==> config.mk <==
export PLATFORM = sky130hd
export DESIGN_NAME = dmem_arbiter_flat
export DESIGN_NICKNAME = d
export VERILOG_FILES = /design/src/rtl/dmem_arb_pkg.sv /design/src/rtl/dmem_arbiter_if.sv /design/src/rtl/dmem_arbiter_arb_pick.sv /design/src/rtl/dmem_arbiter.sv /design/src/flat_wrapper.sv
export SDC_FILE = /design/constraint.sdc
export NUM_CORES = 1
export LEC_CHECK = 0
export BUFFER_PORTS_ARGS = -buffer_cell sky130_fd_sc_hd__buf_4
export CORE_AREA = 3 3 115 117
export CTS_CLUSTER_SIZE = 40
export DETAILED_ROUTE_END_ITERATION = 6
export DIE_AREA = 0 0 118 120
export GPL_ROUTABILITY_DRIVEN = 1
export SETUP_SLACK_MARGIN = 0.05
export SYNTH_ARGS = -nofsm -noshare
export SYNTH_HDL_FRONTEND = slang
export SYNTH_SLANG_ARGS = --single-unit
==> constraint.sdc <==
create_clock -name clk -period 3.05 [get_ports clk]
set_input_delay 0.61 -clock clk [delete_from_list [all_inputs] [get_ports clk]]
set_output_delay 0.61 -clock clk [all_outputs]
set_load 0.005 [all_outputs]
==> src/rtl/dmem_arb_pkg.sv <==
// Shared types for the DMEM arbiter (used by both the fixed-priority and DMEM_ARB_RR_EN builds).
// Holds the owner/state encodings, the grant vector and the DMEM read latency.
package dmem_arb_pkg;

  typedef enum logic {
    OWN_CORE = 1'b0,
    OWN_DBG  = 1'b1
  } owner_e;

  typedef enum logic {
    ARB        = 1'b0,
    DBG_LOCKED = 1'b1
  } arb_state_e;

  typedef struct packed {
    logic core;
    logic dbg;
  } gnt_t;

  // Synchronous DMEM: read data is valid this many cycles after the command.
  localparam int RD_LATENCY = 1;

endpackage

==> src/rtl/dmem_arbiter_if.sv <==
// Bundle of core, debug and DMEM-side signals around the arbiter (same in all builds, incl. DMEM_ARB_RR_EN).
// slave = arbiter view; master = requesters plus memory view.
interface dmem_arbiter_if #(
  parameter int AW = 32,
  parameter int DW = 32
);

  logic          core_req;
  logic          core_we;
  logic [AW-1:0] core_addr;
  logic [DW-1:0] core_wdata;
  logic          core_gnt;
  logic          core_stall;
  logic          core_rvalid;
  logic [DW-1:0] core_rdata;

  logic          dbg_req;
  logic          dbg_we;
  logic [AW-1:0] dbg_addr;
  logic [DW-1:0] dbg_wdata;
  logic          dbg_lock;
  logic          dbg_gnt;
  logic          dbg_rvalid;
  logic [DW-1:0] dbg_rdata;

  logic          mem_en;
  logic          mem_we;
  logic [AW-1:0] mem_addr;
  logic [DW-1:0] mem_wdata;
  logic [DW-1:0] mem_rdata;

  modport slave (
    input  core_req, core_we, core_addr, core_wdata,
    input  dbg_req, dbg_we, dbg_addr, dbg_wdata, dbg_lock,
    input  mem_rdata,
    output core_gnt, core_stall, core_rvalid, core_rdata,
    output dbg_gnt, dbg_rvalid, dbg_rdata,
    output mem_en, mem_we, mem_addr, mem_wdata
  );

  modport master (
    output core_req, core_we, core_addr, core_wdata,
    output dbg_req, dbg_we, dbg_addr, dbg_wdata, dbg_lock,
    output mem_rdata,
    input  core_gnt, core_stall, core_rvalid, core_rdata,
    input  dbg_gnt, dbg_rvalid, dbg_rdata,
    input  mem_en, mem_we, mem_addr, mem_wdata
  );

endinterface

==> src/rtl/dmem_arbiter_arb_pick.sv <==
// Combinational two-way picker, one-hot grant, zero latency; DMEM_ARB_RR_EN selects round-robin
// on contention, otherwise core wins. While locked only debug can be granted; the loser simply waits.
module arb_pick
  import dmem_arb_pkg::*;
(
  input  logic   core_req_i,
  input  logic   dbg_req_i,
  input  owner_e last_gnt_i,
  input  logic   locked_i,
  output gnt_t   gnt_o
);

  logic core_wins;

`ifdef DMEM_ARB_RR_EN
  // Whoever was not served last goes first; reset value of last_gnt makes core win first.
  assign core_wins = (last_gnt_i == OWN_DBG);
`else
  logic unused_last_gnt;
  assign unused_last_gnt = last_gnt_i;
  assign core_wins       = 1'b1;
`endif

  always_comb begin
    gnt_o = '0;
    if (locked_i) begin
      gnt_o.dbg = dbg_req_i;
    end else if (core_req_i && dbg_req_i) begin
      gnt_o.core = core_wins;
      gnt_o.dbg  = ~core_wins;
    end else begin
      gnt_o.core = core_req_i;
      gnt_o.dbg  = dbg_req_i;
    end
  end

endmodule

==> src/rtl/dmem_arbiter.sv <==
// Shares single-port DMEM between core and debug; DMEM_ARB_RR_EN enables round-robin contention.
// Grant is combinational, read data returns RD_LATENCY (1) cycle later; a loser stalls holding its request.
module dmem_arbiter
  import dmem_arb_pkg::*;
#(
  parameter int AW = 32,
  parameter int DW = 32
) (
  input  logic          clk,
  input  logic          rst_n,
  dmem_arbiter_if.slave bus
);

  arb_state_e state_q, state_d;
  owner_e     last_gnt;
  gnt_t       pick;
  gnt_t       gnt;
  logic       lock_hold;
  logic       read_issue;
  owner_e     issue_owner;

  logic   [RD_LATENCY-1:0] rd_pend_q, rd_pend_d;
  owner_e [RD_LATENCY-1:0] rd_owner_q, rd_owner_d;

  logic [AW-1:0] addr_mux;
  logic [DW-1:0] wdata_mux;

  // A dropped dbg_lock releases the lock in the same cycle, so that cycle arbitrates normally.
  assign lock_hold = (state_q == DBG_LOCKED) && bus.dbg_lock;

  arb_pick u_pick (
    .core_req_i (bus.core_req),
    .dbg_req_i  (bus.dbg_req),
    .last_gnt_i (last_gnt),
    .locked_i   (lock_hold),
    .gnt_o      (pick)
  );

  always_comb begin
    gnt     = pick;
    state_d = ARB;
    if (!rst_n) begin
      gnt = '0;
    end
    if (lock_hold || (gnt.dbg && bus.dbg_lock)) begin
      state_d = DBG_LOCKED;
    end
  end

  always_ff @(posedge clk or negedge rst_n) begin
    if (!rst_n) begin
      state_q <= ARB;
    end else begin
      state_q <= state_d;
    end
  end

`ifdef DMEM_ARB_RR_EN
  owner_e last_gnt_q, last_gnt_d;

  always_comb begin
    last_gnt_d = last_gnt_q;
    if (gnt.core) begin
      last_gnt_d = OWN_CORE;
    end else if (gnt.dbg) begin
      last_gnt_d = OWN_DBG;
    end
  end

  always_ff @(posedge clk or negedge rst_n) begin
    if (!rst_n) begin
      last_gnt_q <= OWN_DBG;
    end else begin
      last_gnt_q <= last_gnt_d;
    end
  end

  assign last_gnt = last_gnt_q;
`else
  assign last_gnt = OWN_DBG;
`endif

  // Idle cycles present the core request on the memory pins; mem_en=0 makes it harmless.
  always_comb begin
    addr_mux  = bus.core_addr;
    wdata_mux = bus.core_wdata;
    if (gnt.dbg) begin
      addr_mux  = bus.dbg_addr;
      wdata_mux = bus.dbg_wdata;
    end
  end

  assign bus.core_gnt   = gnt.core;
  assign bus.dbg_gnt    = gnt.dbg;
  assign bus.core_stall = bus.core_req & ~gnt.core;
  assign bus.mem_en     = gnt.core | gnt.dbg;
  assign bus.mem_we     = (gnt.core & bus.core_we) | (gnt.dbg & bus.dbg_we);
  assign bus.mem_addr   = addr_mux;
  assign bus.mem_wdata  = wdata_mux;

  assign read_issue  = bus.mem_en & ~bus.mem_we;
  assign issue_owner = gnt.dbg ? OWN_DBG : OWN_CORE;

  always_comb begin
    rd_pend_d     = rd_pend_q;
    rd_owner_d    = rd_owner_q;
    rd_pend_d[0]  = read_issue;
    if (read_issue) begin
      rd_owner_d[0] = issue_owner;
    end
    for (int i = 1; i < RD_LATENCY; i++) begin
      rd_pend_d[i]  = rd_pend_q[i-1];
      rd_owner_d[i] = rd_owner_q[i-1];
    end
  end

  // Reset drops any read in flight; it is never returned afterwards.
  always_ff @(posedge clk or negedge rst_n) begin
    if (!rst_n) begin
      rd_pend_q <= '0;
      for (int i = 0; i < RD_LATENCY; i++) begin
        rd_owner_q[i] <= OWN_CORE;
      end
    end else begin
      rd_pend_q  <= rd_pend_d;
      rd_owner_q <= rd_owner_d;
    end
  end

  assign bus.core_rvalid = rd_pend_q[RD_LATENCY-1] && (rd_owner_q[RD_LATENCY-1] == OWN_CORE);
  assign bus.dbg_rvalid  = rd_pend_q[RD_LATENCY-1] && (rd_owner_q[RD_LATENCY-1] == OWN_DBG);
  assign bus.core_rdata  = bus.mem_rdata;
  assign bus.dbg_rdata   = bus.mem_rdata;

endmodule

==> src/flat_wrapper.sv <==
// flat-port wrapper written by rule: the top's interface ports become plain ports
module dmem_arbiter_flat import dmem_arb_pkg::*;
#(
  parameter int AW = 32,
  parameter int DW = 32
)
  (clk, rst_n, bus_core_req, bus_core_we, bus_core_addr, bus_core_wdata, bus_dbg_req, bus_dbg_we, bus_dbg_addr, bus_dbg_wdata, bus_dbg_lock, bus_mem_rdata, bus_core_gnt, bus_core_stall, bus_core_rvalid, bus_core_rdata, bus_dbg_gnt, bus_dbg_rvalid, bus_dbg_rdata, bus_mem_en, bus_mem_we, bus_mem_addr, bus_mem_wdata);
  dmem_arbiter_if #(.AW(AW), .DW(DW)) bus_i ();
  input  logic clk;
  input  logic rst_n;
  input wire logic [$bits(bus_i.core_req)-1:0] bus_core_req;
  input wire logic [$bits(bus_i.core_we)-1:0] bus_core_we;
  input wire logic [$bits(bus_i.core_addr)-1:0] bus_core_addr;
  input wire logic [$bits(bus_i.core_wdata)-1:0] bus_core_wdata;
  input wire logic [$bits(bus_i.dbg_req)-1:0] bus_dbg_req;
  input wire logic [$bits(bus_i.dbg_we)-1:0] bus_dbg_we;
  input wire logic [$bits(bus_i.dbg_addr)-1:0] bus_dbg_addr;
  input wire logic [$bits(bus_i.dbg_wdata)-1:0] bus_dbg_wdata;
  input wire logic [$bits(bus_i.dbg_lock)-1:0] bus_dbg_lock;
  input wire logic [$bits(bus_i.mem_rdata)-1:0] bus_mem_rdata;
  output wire logic [$bits(bus_i.core_gnt)-1:0] bus_core_gnt;
  output wire logic [$bits(bus_i.core_stall)-1:0] bus_core_stall;
  output wire logic [$bits(bus_i.core_rvalid)-1:0] bus_core_rvalid;
  output wire logic [$bits(bus_i.core_rdata)-1:0] bus_core_rdata;
  output wire logic [$bits(bus_i.dbg_gnt)-1:0] bus_dbg_gnt;
  output wire logic [$bits(bus_i.dbg_rvalid)-1:0] bus_dbg_rvalid;
  output wire logic [$bits(bus_i.dbg_rdata)-1:0] bus_dbg_rdata;
  output wire logic [$bits(bus_i.mem_en)-1:0] bus_mem_en;
  output wire logic [$bits(bus_i.mem_we)-1:0] bus_mem_we;
  output wire logic [$bits(bus_i.mem_addr)-1:0] bus_mem_addr;
  output wire logic [$bits(bus_i.mem_wdata)-1:0] bus_mem_wdata;
  assign bus_i.core_req = bus_core_req;
  assign bus_i.core_we = bus_core_we;
  assign bus_i.core_addr = bus_core_addr;
  assign bus_i.core_wdata = bus_core_wdata;
  assign bus_i.dbg_req = bus_dbg_req;
  assign bus_i.dbg_we = bus_dbg_we;
  assign bus_i.dbg_addr = bus_dbg_addr;
  assign bus_i.dbg_wdata = bus_dbg_wdata;
  assign bus_i.dbg_lock = bus_dbg_lock;
  assign bus_i.mem_rdata = bus_mem_rdata;
  assign bus_core_gnt = bus_i.core_gnt;
  assign bus_core_stall = bus_i.core_stall;
  assign bus_core_rvalid = bus_i.core_rvalid;
  assign bus_core_rdata = bus_i.core_rdata;
  assign bus_dbg_gnt = bus_i.dbg_gnt;
  assign bus_dbg_rvalid = bus_i.dbg_rvalid;
  assign bus_dbg_rdata = bus_i.dbg_rdata;
  assign bus_mem_en = bus_i.mem_en;
  assign bus_mem_we = bus_i.mem_we;
  assign bus_mem_addr = bus_i.mem_addr;
  assign bus_mem_wdata = bus_i.mem_wdata;
  dmem_arbiter #(.AW(AW), .DW(DW)) u_core (.clk(clk), .rst_n(rst_n), .bus(bus_i));
endmodule
==> out/summary.txt <==
PWR
-------------------------------------------------------------------------------------
Lkg Pwr ................................................................      1.56 nW
Switching part of the total power ......................................        22.9%
Cell internal power dissipation ........................................     0.496 mW
Share of power burned in the clock network .............................        32.0%
Largest voltage drop on the vdd net ....................................       127 uV
Sequential group share of total power ..................................         7.1%
Net load switching power ...............................................     0.147 mW
Post-layout power ......................................................     0.644 mW
Logic pwr share ........................................................        60.8%
Power density over cell area ...........................................   214 nW/um2

FLOORPLAN
-------------------------------------------------------------------------------------
Number of placed I/O pins ..............................................          302
Die area ...............................................................    14200 um2
Die H ..................................................................       120 um
Width of the die .......................................................       118 um
Rows ...................................................................           41
Initial core utilization ...............................................        13.7%
Placeable core area ....................................................    12500 um2

STA
-------------------------------------------------------------------------------------
Max-slew headroom ......................................................        83.6%
Final number of max-transition violations ..............................            0
Smallest hold slack ....................................................       181 ps
Setup TNS Final ........................................................         0 ps
Final period demand of the worst path ..................................      2530 ps
Final worst clock skew .................................................     0.531 ps
Number of failing setup endpoints in the final timing report ...........            0
Upper clock frequency limit ............................................    0.395 GHz
Number of endpoints with negative hold slack in the final report .......            0
Unrepaired setup endpoints after global routing ........................        false
Tcrit/Tclk final .......................................................        82.9%
Worst slew pin tran ....................................................       245 ps
Fin worst setup slack ..................................................       521 ps

GRT
-------------------------------------------------------------------------------------
Total routing usage reported by global routing .........................        8.55%
Met3 routing resource usage after global routing .......................        4.05%
Number of global-route vias before repair ..............................         1648
Global route overflow ..................................................            0
Antenna violations before repair .......................................            0
M1 GR Usage ............................................................        9.01%
Maximum number of pins on one net before global-route repair ...........           34
Met2 Track Usage GR ....................................................        15.2%
First-pass GRT wire length .............................................      9540 um
Most Used Layer, Global Route ..........................................         met2

DETAILED ROUTING
-------------------------------------------------------------------------------------
DRC violation count after routing ......................................            0
First-pass detailed-route iteration total ..............................            4
Wirelength, routed .....................................................      6720 um
Routed length per instance .............................................      14.1 um
First-iteration detailed-routing DRC count .............................           21
Vias per inst ..........................................................         3.48
Post-DRT Antenna Nets ..................................................            0
Via count ..............................................................         1654

WORST SETUP PATH
-------------------------------------------------------------------------------------
CP Class ...............................................................       in2out
Launching element type of the critical path ............................    input pin
Required time worst endpoint ...........................................      2440 ps
Crit path DAT ..........................................................      1920 ps
Largest fanout on the critical path ....................................           33
Type of destination of the critical path ...............................   output pin

SYNTHESIS
-------------------------------------------------------------------------------------
Number of register bits inferred by synthesis ..........................            3
Seq/Total Area, Yosys ..................................................        4.39%
Top-count cell post-synth .............................................. sky130_fd_sc_hd__buf_4
Number of different library cells in the post-synthesis netlist ........           21
Synthesized instance count .............................................          159
Count of flip-flops with a built-in enable after synthesis .............            0
Top_reg_cell synth ..................................................... sky130_fd_sc_hd__dfrtp_1
Mean post-synth cell area ..............................................     10.7 um2
Cell area after technology mapping .....................................     1710 um2
Yosys warning total ....................................................            0
Area fraction of the dominant cell type after synthesis ................        43.0%
Commonest cells in the synthesized netlist ............................. sky130_fd_sc_hd__buf_4, sky130_fd_sc_hd__mux2_4, sky130_fd_sc_hd__mux2_2, sky130_fd_sc_hd__buf_12
Nets in the synthesized netlist ........................................          326
Share of async-settable or async-resettable flops after synthesis ......         100%
Cell taking the most area after synthesis .............................. sky130_fd_sc_hd__mux2_4
Cells taking the most area after synthesis ............................. sky130_fd_sc_hd__mux2_4, sky130_fd_sc_hd__buf_4, sky130_fd_sc_hd__mux2_2

FINISH
-------------------------------------------------------------------------------------
Area growth from synthesis to layout ...................................        76.0%
FF/Latch Area ..........................................................     75.1 um2
Total number of nets in the final design ...............................          471
Filler instances .......................................................         1345
Antenna diode count ....................................................            0
Final standard cell count with taps included and fillers excluded ......          475
Total area of multi-input combinational cells ..........................     1040 um2
Proportion of layout cells with a drive suffix above 1 .................        93.1%

HOLD PATH
-------------------------------------------------------------------------------------
Worst hold path class ..................................................     in2async

CLOCK TREE
-------------------------------------------------------------------------------------
Total of cells resized after clock tree synthesis ......................            0
Post-CTS setup repair buffer count .....................................            0
Maximum clock path buffer count ........................................            2
CTS Hold Buffers Added .................................................            0
CTS root buf ........................................................... sky130_fd_sc_hd__clkbuf_16
CTS buffer count .......................................................            3
Clock-pin slew of the registers on the worst-case setup and hold paths .        30 ps
Clock sink count .......................................................            3
Insertion delay of the later-clocked pin in the worst-skew pair ........       220 ps
CTS tree ...............................................................          yes
Deepest level of the CTS H-tree ........................................            1

PLACE
-------------------------------------------------------------------------------------
Place WS ...............................................................       484 ps
HPWL after DPL .........................................................      6110 um
Placed cell count ......................................................          471
Port Buf Inserts .......................................................          205
Routability congestion estimate ........................................        0.694

RUN STATUS
-------------------------------------------------------------------------------------
Run status ............................................................. finished, final reports clean

FLOW RUN
-------------------------------------------------------------------------------------
Max_cap viols ..........................................................            0

==> worst paths after layout <==
path,from,to,slack [ps],cells past startpoint
max,bus_core_req,bus_mem_addr[2],520,6
min in group clk,u_core.state_q,u_core.state_q,560,1
min reg2reg,u_core.state_q,u_core.state_q,560,1
max reg2reg,u_core.state_q,u_core.rd_pend_q,1880,3
min,rst_n,u_core.rd_owner_q,180,1
max in group asynchronous,rst_n,u_core.rd_pend_q,2770,1
==> through the flow <==
| stage | instance area, um2 | util [%] |
|---|---|---|
| 2_1_floorplan | 1710 | - |
| 4_1_cts | 3010 | 24.1 |
| 6_report | 3010 | 24.1 |
| 3_3_place_gp | 2930 | 23.5 |
| 5_1_grt | 3010 | 24.1 |
| 3_5_place_dp | 2930 | 23.5 |
==> registers in the layout, indices dropped and copies added, names as in the netlist <==
name / flops
u_core.rd_pend_q: 1
u_core.rd_owner_q: 1
u_core.state_q: 1
==> power groups by stage <==
| stage | combinational (mW) | clock [mW] | sequential (mW) |
|---|---|---|---|
| 2_1_floorplan | 0.219 | 0 | 0.0457 |
| 3_3_place_gp | 0.391 | 0 | 0.0464 |
| 3_5_place_dp | 0.396 | 0 | 0.0466 |
| 4_1_cts | 0.398 | 0.210 | 0.0460 |
| 5_1_grt | 0.420 | 0.212 | 0.0467 |
| 6_report | 0.391 | 0.206 | 0.0460 |
==> layer usage <==
metal	vias up	part of all wire (%)
met4	0	1.3
li1	765	-
met5	-	0
met1	725	34
met2	153	52
met3	11	13
==> area by class of cell <==
| type | count | share of cell area, % |
|---|---|---|
| Timing Repair Buffer | 211 | 53.1 |
| Inverter | 1 | 0.125 |
| Multi-Input combinational cell | 84 | 34.5 |
| Clock buffer | 4 | 2.62 |
| Sequential cell | 3 | 2.50 |
| Tap cell | 172 | 7.15 |
==> logic make-up (layout without fill, tap and decap cells) <==
logic type	after synthesis	in the layout	share of synthesized area, %
and+or+nand+nor	13	13	4.25
buffers and inverters	72	216	35.1
muxes	64	64	52.9
AOI/OAI and AO/OA	7	7	3.29
DFF	3	3	4.39
==> critical path: stages <==
cell and delay, ps:
sky130_fd_sc_hd__buf_4 120, sky130_fd_sc_hd__a21boi_4 160, sky130_fd_sc_hd__nor2_4 220, sky130_fd_sc_hd__buf_12 270, sky130_fd_sc_hd__mux2_2 370, sky130_fd_sc_hd__buf_4 140
==> cell usage in the layout, fill, tap and decap left out, types with 2 or more instances in the layout <==
| cell type | Yosys | final |
|---|---|---|
| sky130_fd_sc_hd__a21oi_1 | 2 | 2 |
| sky130_fd_sc_hd__and2_1 | 2 | 2 |
| sky130_fd_sc_hd__buf_4 | 64 | 210 |
| sky130_fd_sc_hd__clkbuf_16 | 0 | 3 |
| sky130_fd_sc_hd__dfrtp_1 | 3 | 3 |
| sky130_fd_sc_hd__mux2_2 | 15 | 15 |
| sky130_fd_sc_hd__mux2_4 | 49 | 49 |
| sky130_fd_sc_hd__nand2_1 | 2 | 2 |
| sky130_fd_sc_hd__nor2_1 | 3 | 3 |
| sky130_fd_sc_hd__nor2b_1 | 2 | 2 |
| sky130_fd_sc_hd__o21ai_0 | 2 | 2 |
Note: power is estimated with default switching activity, not from simulation.
